$ cat src/rtl/mul_result_serializer_pkg.sv
// Shared definitions for the multiplier result path: serializer FSM states
// and the default byte width.
package alu_pkg;

  localparam int unsigned BYTE_W = 8;

  typedef enum logic [1:0] {
    S_IDLE = 2'd0,
    S_LO   = 2'd1,
    S_HI   = 2'd2
  } ser_state_e;

endpackage : alu_pkg

$ cat src/rtl/mul_result_serializer_sat_cnt.sv
// W-bit event counter with synchronous clear (clear beats increment) and an
// optional saturate-at-all-ones mode; otherwise it wraps.
module sat_cnt
  import alu_pkg::*;
#(
  parameter int unsigned W   = BYTE_W,
  parameter bit          SAT = 1'b0
) (
  input  logic         clk,
  input  logic         rst_n,
  input  logic         inc,
  input  logic         clr,
  output logic [W-1:0] cnt
);

  logic [W-1:0] cnt_q;
  logic [W-1:0] cnt_d;

  always_comb begin
    cnt_d = cnt_q;
    if (clr) begin
      cnt_d = '0;
    end else if (inc) begin
      if (SAT && (cnt_q == '1)) begin
        cnt_d = cnt_q;
      end else begin
        cnt_d = cnt_q + 1'b1;
      end
    end
  end

  always_ff @(posedge clk or negedge rst_n) begin
    if (!rst_n) begin
      cnt_q <= '0;
    end else begin
      cnt_q <= cnt_d;
    end
  end

  assign cnt = cnt_q;

endmodule : sat_cnt

$ cat src/rtl/mul_result_serializer.sv
// Serializes a 2W-bit product onto a W-bit valid/ready bus: low byte, then the
// high byte only when the captured overflow flag is set. Tracks status counts.
module mul_result_serializer
  import alu_pkg::*;
#(
  parameter int unsigned W = BYTE_W
) (
  input  logic           clk,
  input  logic           rst_n,
  input  logic           in_valid,
  output logic           in_ready,
  input  logic [2*W-1:0] in_prod,
  input  logic           in_ovf,
  output logic           out_valid,
  input  logic           out_ready,
  output logic [W-1:0]   out_data,
  output logic           out_hi,
  output logic           out_last,
  input  logic           cnt_clr,
  output logic [W-1:0]   prod_cnt,
  output logic [W-1:0]   ovf_cnt
);

  ser_state_e     state_q, state_d;
  logic [2*W-1:0] prod_q, prod_d;
  logic           ovf_q, ovf_d;
  logic           accept;

  // Outputs decode from state and capture registers only, never from in_*.
  always_comb begin
    state_d   = state_q;
    prod_d    = prod_q;
    ovf_d     = ovf_q;
    accept    = 1'b0;
    in_ready  = 1'b0;
    out_valid = 1'b0;
    out_data  = '0;
    out_hi    = 1'b0;
    out_last  = 1'b0;

    case (state_q)
      S_IDLE: begin
        in_ready = 1'b1;
        if (in_valid) begin
          accept  = 1'b1;
          prod_d  = in_prod;
          ovf_d   = in_ovf;
          state_d = S_LO;
        end
      end
      S_LO: begin
        out_valid = 1'b1;
        out_data  = prod_q[W-1:0];
        out_last  = ~ovf_q;
        if (out_ready) begin
          state_d = ovf_q ? S_HI : S_IDLE;
        end
      end
      S_HI: begin
        out_valid = 1'b1;
        out_data  = prod_q[2*W-1:W];
        out_hi    = 1'b1;
        out_last  = 1'b1;
        if (out_ready) begin
          state_d = S_IDLE;
        end
      end
      default: begin
        state_d = S_IDLE;
      end
    endcase
  end

  always_ff @(posedge clk or negedge rst_n) begin
    if (!rst_n) begin
      state_q <= S_IDLE;
      prod_q  <= '0;
      ovf_q   <= 1'b0;
    end else begin
      state_q <= state_d;
      prod_q  <= prod_d;
      ovf_q   <= ovf_d;
    end
  end

  sat_cnt #(
    .W   (W),
    .SAT (1'b0)
  ) u_prod_cnt (
    .clk   (clk),
    .rst_n (rst_n),
    .inc   (accept),
    .clr   (cnt_clr),
    .cnt   (prod_cnt)
  );

  sat_cnt #(
    .W   (W),
    .SAT (1'b1)
  ) u_ovf_cnt (
    .clk   (clk),
    .rst_n (rst_n),
    .inc   (accept & in_ovf),
    .clr   (cnt_clr),
    .cnt   (ovf_cnt)
  );

endmodule : mul_result_serializer

$ cat config.mk
export PLATFORM = sky130hd
export DESIGN_NAME = mul_result_serializer
export DESIGN_NICKNAME = d
export VERILOG_FILES = /design/src/rtl/mul_result_serializer_pkg.sv /design/src/rtl/mul_result_serializer_sat_cnt.sv /design/src/rtl/mul_result_serializer.sv
export SDC_FILE = /design/constraint.sdc
export NUM_CORES = 1
export LEC_CHECK = 0
export CAP_MARGIN = 10
export CORE_AREA = 2 2 56 58
export DETAILED_ROUTE_END_ITERATION = 8
export DIE_AREA = 0 0 58 60
export DONT_BUFFER_PORTS = 1
export PLACE_DENSITY_LB_ADDON = 0.1
export SLEW_MARGIN = 10
export SYNTH_ARGS = -nofsm -noshare
export SYNTH_HDL_FRONTEND = slang
export SYNTH_SLANG_ARGS = --single-unit
$ cat constraint.sdc
create_clock -name clk -period 3.1 [get_ports clk]
set_clock_uncertainty 0.05 [all_clocks]
set_input_delay 0.62 -clock clk [delete_from_list [all_inputs] [get_ports clk]]
set_output_delay 0.62 -clock clk [all_outputs]
set_load 0.03 [all_outputs]
==> results.sh, run 1 <==
export IMPL_status="finished, final reports clean"
export IMPL_layout_nets=183
export IMPL_io_pins=50
export IMPL_grt_first_pass_wirelength_um=5319
export IMPL_clkPwrFrac=0.174
export IMPL_vias=1139
export IMPL_p_seq_frac=0.438
export IMPL_grt_pass1_vias=1107
export IMPL_multi_input_area_um2=807.0
export IMPL_nFillCells=232
export IMPL_cp_arrival_ns=2.03
export IMPL_drt_iter0_markers=32
export IMPL_p_leak_nw=0.8162
export IMPL_clockRootBuffer="clkbuf_4"
export IMPL_synth_cell_types=35
export IMPL_numCtsBuffers=5
export IMPL_viasPerCell=6.026
export IMPL_yosys_area_top_type="dfrtp_1"
export IMPL_grt_max_degree=36
export IMPL_die_w_um=58
export IMPL_clk_pin_slew_ns=0.10
export IMPL_post_synth_top_count_cell="dfrtp_1"
export IMPL_gp_congestion=0.8124
export IMPL_fmax_mhz=370.0
export IMPL_worstPathRequired_ns=2.43
export IMPL_switching_share=0.3934
export IMPL_power_total_mw=1.590
export IMPL_ctsHtreeMaxLevel=2
export IMPL_synth_nets=178
export IMPL_synthTopCellsByArea="dfrtp_1 (51%), mux2_2 (9.2%), xor2_1 (4.6%)"
export IMPL_startpoint="state_q[0]"
export IMPL_hpwl_um=2339
export IMPL_ys_top_cells_by_count="dfrtp_1 (35), nor2_1 (15), mux2_2 (14)"
export IMPL_wl_um=3268
export IMPL_p_comb_frac=0.388
export IMPL_route_detailed_drc=0
export IMPL_rsz0062_at_grt="no"
export IMPL_period_share=0.8719
export IMPL_postSynthAreaPerCell_um2=11.49
export IMPL_area_delta_synth_final_pct=6.972
export IMPL_cts_sinks=35
export IMPL_antenna_found_initial=0
export IMPL_cts_tree="yes"
export IMPL_wl_per_cell_um=17.29
export IMPL_grt_overflow_total=0
export IMPL_report_final_hold_viol_count=0
export IMPL_drv_slew=0
export IMPL_core_area_mm2=0.002903
export IMPL_power_density_mw_per_mm2=862.6
export IMPL_period_needed_ns=2.703
export IMPL_endpoint_kind="primary output"
export IMPL_final_antenna_net_count=0
export IMPL_r2r_slack_ns=1.00
export IMPL_synth_edf_count=0
export IMPL_seq_area_um2=875.8
export IMPL_drive_above_1_share=0.1795
export IMPL_cp_max_fo=10
export IMPL_yosysWarnings=0
export IMPL_switchingPower_uw=625.5
export IMPL_die_area_mm2=0.003480
export IMPL_mappedNetlistArea_mm2=0.001723
export IMPL_maxCapViolations=0
export IMPL_synth_top_cell_area_share=0.5084
export IMPL_tightest_slew_ns=0.6225
export IMPL_synthCells=150
export IMPL_diodes=0
export IMPL_setup_violations=0
export IMPL_ir_worst_vdd_v=0.0006388
export IMPL_p_int_uw=964.3
export IMPL_yosysSeqAreaShare=0.5084
export IMPL_grtUsageTotal=0.2107
export IMPL_r2r_start="state_q[0]"
export IMPL_io_buffers=0
export IMPL_hold_class="input port to asynchronous set/reset pin"
export IMPL_cts_setup_buffers=0
export IMPL_synthFlopType="dfrtp_1"
export IMPL_slew_headroom=0.5842
export IMPL_crit_type="flop to primary output"
export IMPL_cts_max_path_buffers=2
export IMPL_async_flop_share=1.000
export IMPL_setup_tns_ns=0
export IMPL_initial_utilization=0.5935
export IMPL_row_count=20
export IMPL_clock_latency_ns=0.33
export IMPL_cp_start_kind="flop"
export IMPL_firstDrtPassIters=4
export IMPL_synth_seq_cells=35
export IMPL_dieHeight_um=60
[worst max-delay path, cell delays in order (launching register included)]
cell and delay (ns):
dfrtp_1 0.39, inv_1 0.09, ha_1 0.63, nor2b_1 0.59
[area by class of cell]
| class | instances | area share |
|---|---|---|
| clock buffers | 8 | 0.03734 |
| inverters | 4 | 0.008147 |
| multi-input cells | 106 | 0.4379 |
| flip-flops and latches | 35 | 0.4752 |
| well taps | 33 | 0.02240 |
| repair buffers | 3 | 0.01901 |
[cell families (layout without fill, tap and decap cells)]
kind of cell	Yosys count	in the layout	share of synthesized area
AOI/OAI and AO/OA	20	20	0.09005
xor gates and xnor gates	10	10	0.05084
buffers and inverters	9	15	0.02324
DFF	35	35	0.5084
adders and majority gates	6	6	0.04357
muxes	19	19	0.1227
and+or+nand+nor	51	51	0.1612
[power by group through the flow]
| stage | clock, mW | combinational, mW | sequential (mW) |
|---|---|---|---|
| finish | 0.277 | 0.616 | 0.696 |
| global route | 0.304 | 0.672 | 0.714 |
| CTS | 0.287 | 0.627 | 0.697 |
| detailed placement | 0 | 0.611 | 0.708 |
| global placement | 0 | 0.589 | 0.695 |
| floorplan | 0 | 0.535 | 0.679 |
[cells in the final DEF, fill, tap and decap left out, drive strengths merged]
cell    instances
nor4            3
a21oi           1
buf             3
xor2            9
and3            3
a22oi           8
a21o            1
mux2           17
nand2           9
a31oi           1
inv             4
o211ai          2
and2            1
nand4           6
o22ai           1
and4            2
nor2b           9
dfrtp          35
clkbuf          8
xnor2           1
nand3           2
ha              6
nor3            1
o21ai           2
o21ba           1
o31a            1
nor2           15
mux2i           2
o21a            2
[through the flow]
stage	instance area [µm²]	setup WS (ns)	hold WS [ns]	instances	utilization
final	1843	0.3972	0.06153	189	0.6349
after global routing	1843	0.2755	0.04930	189	0.6349
after detailed placement	1754	0.7587	0.2751	180	0.6043
after global placement	1754	0.8651	0.2751	180	0.6043
after CTS	1843	0.3726	0.05079	189	0.6349
after floorplan	1723	0.8305	0.2744	150	-
[sequential cells by signal (all words and copies together), names as in the netlist]
register        cells
u_prod_cnt.cnt      8
ovf_q               1
state_q             2
prod_q             16
u_ovf_cnt.cnt       8
[path summary, 6_finish.rpt]
check | endpoint | cells after the start
min in group clk | u_prod_cnt.cnt[1] | 1
setup / recovery | out_data[7] | 3
max in group asynchronous | prod_q[9] | 1
hold reg to reg | prod_q[6] | 1
hold / removal | u_prod_cnt.cnt[2] | 1
setup reg to reg | prod_q[10] | 5
[per-layer routing]
| metal | global-route usage | up-vias | routed length (µm) |
|---|---|---|---|
| li1 | - | 542 | - |
| met1 | 0.2356 | 548 | 1360 |
| met2 | 0.3490 | 45 | 1587 |
| met3 | 0.1039 | 4 | 292 |
| met4 | 0.07641 | 0 | 28 |
| met5 | 0 | - | 0 |
[timing repair]
| action | in CTS | in global routing |
|---|---|---|
| hold buffers | 1 | 0 |
| resized for setup | 0 | 0 |
| endpoints found under the hold margin | 35 | 0 |
Power figures use the tool's default switching activity.
==> run 2: changes to the inputs <==
clock period = 2.89 ns   (was 3.1 ns; I/O delays follow)
==> run 2 against run 1 <==
Global-route usage grew 1.1 points; die area is the same; combinational power grew 20%; highest routed layer unchanged; worst setup slack gained 0.066 ns; largest cell class unchanged; routed wire length grew 4.2%.
==> results.sh, run 2 (synthesized netlist as in run 1, its figures left out) <==
export IMPL_status="finished, final reports clean"
export IMPL_cp_max_fo=10
export IMPL_core_area_mm2=0.002903
export IMPL_clockRootBuffer="clkbuf_4"
export IMPL_io_pins=50
export IMPL_report_final_hold_viol_count=0
export IMPL_rsz0062_at_grt="no"
export IMPL_route_detailed_drc=0
export IMPL_period_needed_ns=2.427
export IMPL_drive_above_1_share=0.2147
export IMPL_die_area_mm2=0.003480
export IMPL_ir_worst_vdd_v=0.0008226
export IMPL_drt_iter0_markers=52
export IMPL_stdcell_area_mm2=0.001883
export IMPL_maxCapViolations=0
export IMPL_setup_violations=0
export IMPL_final_common_cell="dfrtp_1"
export IMPL_vias=1206
export IMPL_top_register="prod_q"
export IMPL_grt_max_degree=36
export IMPL_die_w_um=58
export IMPL_cts_setup_buffers=0
export IMPL_viasPerCell=6.153
export IMPL_startpoint="state_q[0]"
export IMPL_cts_sinks=35
export IMPL_holdBufCountCts=1
export IMPL_wl_per_cell_um=17.37
export IMPL_hold_class="input port to asynchronous set/reset pin"
export IMPL_gp_congestion=0.8402
export IMPL_ctsHtreeMaxLevel=2
export IMPL_place_area_mm2=0.001822
export IMPL_dieHeight_um=60
export IMPL_r2r_start="state_q[0]"
export IMPL_diodes=0
export IMPL_clock_latency_ns=0.32
export IMPL_row_count=20
export IMPL_tightest_slew_ns=0.4994
export IMPL_dpl_worst_slack_ns=0.8063
export IMPL_io_buffers=0
export IMPL_numCtsBuffers=5
export IMPL_power_density_mw_per_mm2=911.9
export IMPL_area_delta_synth_final_pct=9.296
export IMPL_wl_um=3405
export IMPL_final_antenna_net_count=0
export IMPL_cp_arrival_ns=1.80
export IMPL_grtUsageTotal=0.2219
export IMPL_cts_max_path_buffers=2
export IMPL_antenna_found_initial=0
export IMPL_crit_type="flop to primary output"
export IMPL_setup_tns_ns=0
export IMPL_cts_resized=0
export IMPL_p_leak_nw=0.8493
export IMPL_period_share=0.8397
export IMPL_largest_reg_flops=16
export IMPL_cp_start_kind="flop"
export IMPL_setup_ws_ns=0.4633
export IMPL_firstDrtPassIters=4
export IMPL_initial_utilization=0.5935
export IMPL_hpwl_um=2472
export IMPL_clk_pin_slew_ns=0.09
export IMPL_drv_slew=0
export IMPL_slew_headroom=0.6671
export IMPL_power_total_mw=1.717
export IMPL_cts_tree="yes"
export IMPL_grt_pass1_vias=1199
export IMPL_fmax_mhz=412.1
export IMPL_endpoint_kind="primary output"
export IMPL_grt_overflow_total=0
export IMPL_layout_nets=192
export IMPL_final_cell_mix="dfrtp_1 (35), nor2_1 (15), mux2_2 (14)"
export IMPL_worstPathRequired_ns=2.26
export IMPL_grt_first_pass_wirelength_um=5520
[run 2: final timing paths]
kind | to | slack [ns] | cells past startpoint
worst max-delay path | out_last | 0.46 | 3
worst min-delay path | u_ovf_cnt.cnt[7] | 0.02 | 1
worst max register to register | state_q[0] | 0.90 | 6
worst min register to register | prod_q[2] | 0.45 | 1
max in group asynchronous | prod_q[15] | 2.59 | 1
min in group clk | u_ovf_cnt.cnt[7] | 0.25 | 1
[run 2: layout make-up]
cell class,instances,area [µm²]
inverters,4,15.01
multi-input cells,106,807.0
fillers,242,1020
flip-flops and latches,35,875.8
well taps,33,41.29
clock buffers,6,41.29
repair buffers,12,102.6
[run 2: report_power, final]
group	switching [mW]	internal [mW]	leakage, nW
logic	0.412	0.327	0.378
registers	0.118	0.633	0.448
clock network	0.141	0.0864	0.0242
total	0.671	1.05	0.849
[run 2: worst max-delay path, cell delays in order (launching register included)]
cell and delay (ns):
dfrtp_1 0.39, inv_1 0.09, ha_1 0.61, o21a_1 0.38
[run 2: per-stage QoR]
step / util / hold WS, ns / cells
2_1_floorplan: - / 0.2324 / 150
3_3_place_gp: 0.6276 / 0.2331 / 189
3_5_place_dp: 0.6276 / 0.2331 / 189
4_1_cts: 0.6487 / 0.01216 / 196
5_1_grt: 0.6487 / 0.004337 / 196
6_report: 0.6487 / 0.01775 / 196
[run 2: layer usage]
metal	routed length [µm]	GRT usage	vias up
met5	0	0	-
met4	48	0.07309	0
met3	286	0.08874	5
met2	1736	0.3782	46
met1	1333	0.2556	601
li1	-	-	554
==> run 3: changes to the inputs <==
CORE_AREA = 2 2 59 61   (was 2 2 56 58)
DIE_AREA = 0 0 61 63   (was 0 0 58 60)
clock period = 1.95 ns   (was 2.89 ns; I/O delays follow)
==> run 3 against run 2 <==
The run now ends with negative setup slack left; combinational power grew 110%; critical path depth rose by 3; cell area increased by 18%; routed wire length rose by 8.3%; sequential share of layout area is 7.1 points lower; flip-flop and latch count unchanged; die area grew 10%; critical endpoint is now out_data[1]; highest routed layer unchanged.
==> results.sh, run 3 (synthesized netlist as in run 1, its figures left out) <==
export IMPL_cts_tree="yes"
export IMPL_final_cells=229
export IMPL_numCtsBuffers=5
export IMPL_antenna_found_initial=0
export IMPL_crit_type="flop to primary output"
export IMPL_dieHeight_um=63
export IMPL_power_density_mw_per_mm2=1379
export IMPL_slew_headroom=0.7003
export IMPL_tightest_slew_ns=0.4495
export IMPL_whs_path_depth=1
export IMPL_diodes=0
export IMPL_cts_sinks=35
export IMPL_largest_reg_flops=16
export IMPL_r2r_slack_ns=0.22
export IMPL_period_share=1.035
export IMPL_place_inst=213
export IMPL_cp_start_kind="flop"
export IMPL_core_area_mm2=0.003232
export IMPL_setup_tns_ns=-0.2409
export IMPL_clockRootBuffer="clkbuf_4"
export IMPL_multi_input_area_um2=919.6
export IMPL_endpoint_kind="primary output"
export IMPL_cp_arrival_ns=1.58
export IMPL_final_cell_mix="dfrtp_1 (34), nor2_1 (15), buf_4 (15)"
export IMPL_grt_overflow_total=0
export IMPL_violations="negative setup slack"
export IMPL_die_area_mm2=0.003843
export IMPL_r2r_worst_path_cells=7
export IMPL_final_common_cell="dfrtp_1"
export IMPL_route_detailed_drc=0
export IMPL_viasPerCell=5.437
export IMPL_grt_pass1_vias=1389
export IMPL_top_register="prod_q"
export IMPL_status="finished, violations left"
export IMPL_area_delta_synth_final_pct=29.05
export IMPL_grt_first_pass_wirelength_um=6106
export IMPL_die_w_um=61
export IMPL_hpwl_um=2476
export IMPL_drt_iter0_markers=65
export IMPL_wl_um=3686
export IMPL_drive_above_1_share=0.4208
export IMPL_setup_violations=8
export IMPL_final_antenna_net_count=0
export IMPL_power_total_mw=3.067
export IMPL_fmax_mhz=495.3
export IMPL_rsz0062_at_grt="yes"
export IMPL_period_needed_ns=2.019
export IMPL_worstPathRequired_ns=1.51
export IMPL_vias=1245
export IMPL_initial_utilization=0.5331
export IMPL_wl_per_cell_um=16.10
export IMPL_maxCapViolations=0
export IMPL_gp_congestion=0.7982
export IMPL_cts_max_path_buffers=2
export IMPL_grt_max_degree=36
export IMPL_final_core_util=0.6880
export IMPL_drv_slew=0
export IMPL_io_pins=50
export IMPL_row_count=21
export IMPL_cp_max_fo=5
export IMPL_ctsHtreeMaxLevel=2
export IMPL_clk_pin_slew_ns=0.10
export IMPL_p_leak_nw=0.9773
export IMPL_clock_latency_ns=0.34
export IMPL_layout_nets=210
export IMPL_hold_class="input port to flop"
export IMPL_firstDrtPassIters=4
export IMPL_setup_ws_ns=-0.06883
export IMPL_io_buffers=0
export IMPL_ir_worst_vdd_v=0.0008084
export IMPL_report_final_hold_viol_count=0
export IMPL_seq_area_um2=877.1
export IMPL_grtUsageTotal=0.2140
export IMPL_nFillCells=262
[run 3: cell count changes in the layout (fill, tap and decap cells not counted), sizes merged]
| cell | before | now |
|---|---|---|
| clkinv | 0 | 1 |
| clkbuf | 6 | 7 |
| dlygate4sd3 | 0 | 1 |
| buf | 12 | 29 |
[run 3: final cells by class]
type	count	share of cell area
clock buffer	7	0.02026
timing repair buffer	30	0.1356
multi-input combinational	106	0.4136
clock inverter	1	0.002251
sequential	35	0.3945
tap	46	0.02589
inverter	4	0.007878
[run 3: worst max-delay path, cell delays in order (launching register included)]
cell and delay (ns):
dfrtp_1 0.42, buf_6 0.14, ha_4 0.15, buf_6 0.13, a22oi_2 0.20, nor2b_2 0.07, buf_6 0.14
[run 3: final timing paths]
path	start	endpoint
max reg2reg	state_q[0]	state_q[0]
max in group asynchronous	rst_n	state_q[0]
min in group asynchronous	rst_n	u_prod_cnt.cnt[6]
min reg2reg	prod_q[2]	prod_q[2]
min	cnt_clr	u_prod_cnt.cnt[1]
max	state_q[1]	out_data[1]
[run 3: through the flow]
step | worst slack [ns] | hold slack, ns | cell area (µm²)
global placement | 0.1845 | 0.04511 | 1953
floorplan | 0.04913 | 0.04441 | 1743
CTS | -0.04035 | 0.02760 | 2153
global route | -0.1277 | 0.01318 | 2223
finish | -0.06883 | 0.04402 | 2223
detailed placement | 0.1143 | 0.04516 | 1953
[run 3: power by group]
| group | total (mW) | internal [mW] | switching (mW) | leakage [nW] |
|---|---|---|---|---|
| clock | 0.374 | 0.140 | 0.233 | 0.0293 |
| sequential | 1.14 | 0.941 | 0.204 | 0.447 |
| combinational | 1.55 | 0.801 | 0.747 | 0.501 |
| total | 3.07 | 1.88 | 1.18 | 0.977 |
[run 3: routing by layer]
metal	GRT usage	part of all wire	vias to the layer above
met5	0	0	-
met4	0.07337	0.013	0
met3	0.09731	0.084	7
met2	0.3656	0.53	42
met1	0.2260	0.37	600
li1	-	-	596
[run 3: timing repair]
item / 4_1_cts / 5_1_grt
pin swaps: 3 / 6
endpoints found under the hold margin: 35 / 0
setup endpoints to repair: 11 / 9
buffers inserted: 4 / 2
hold buffers: 2 / 0
gates resized for setup: 22 / 14
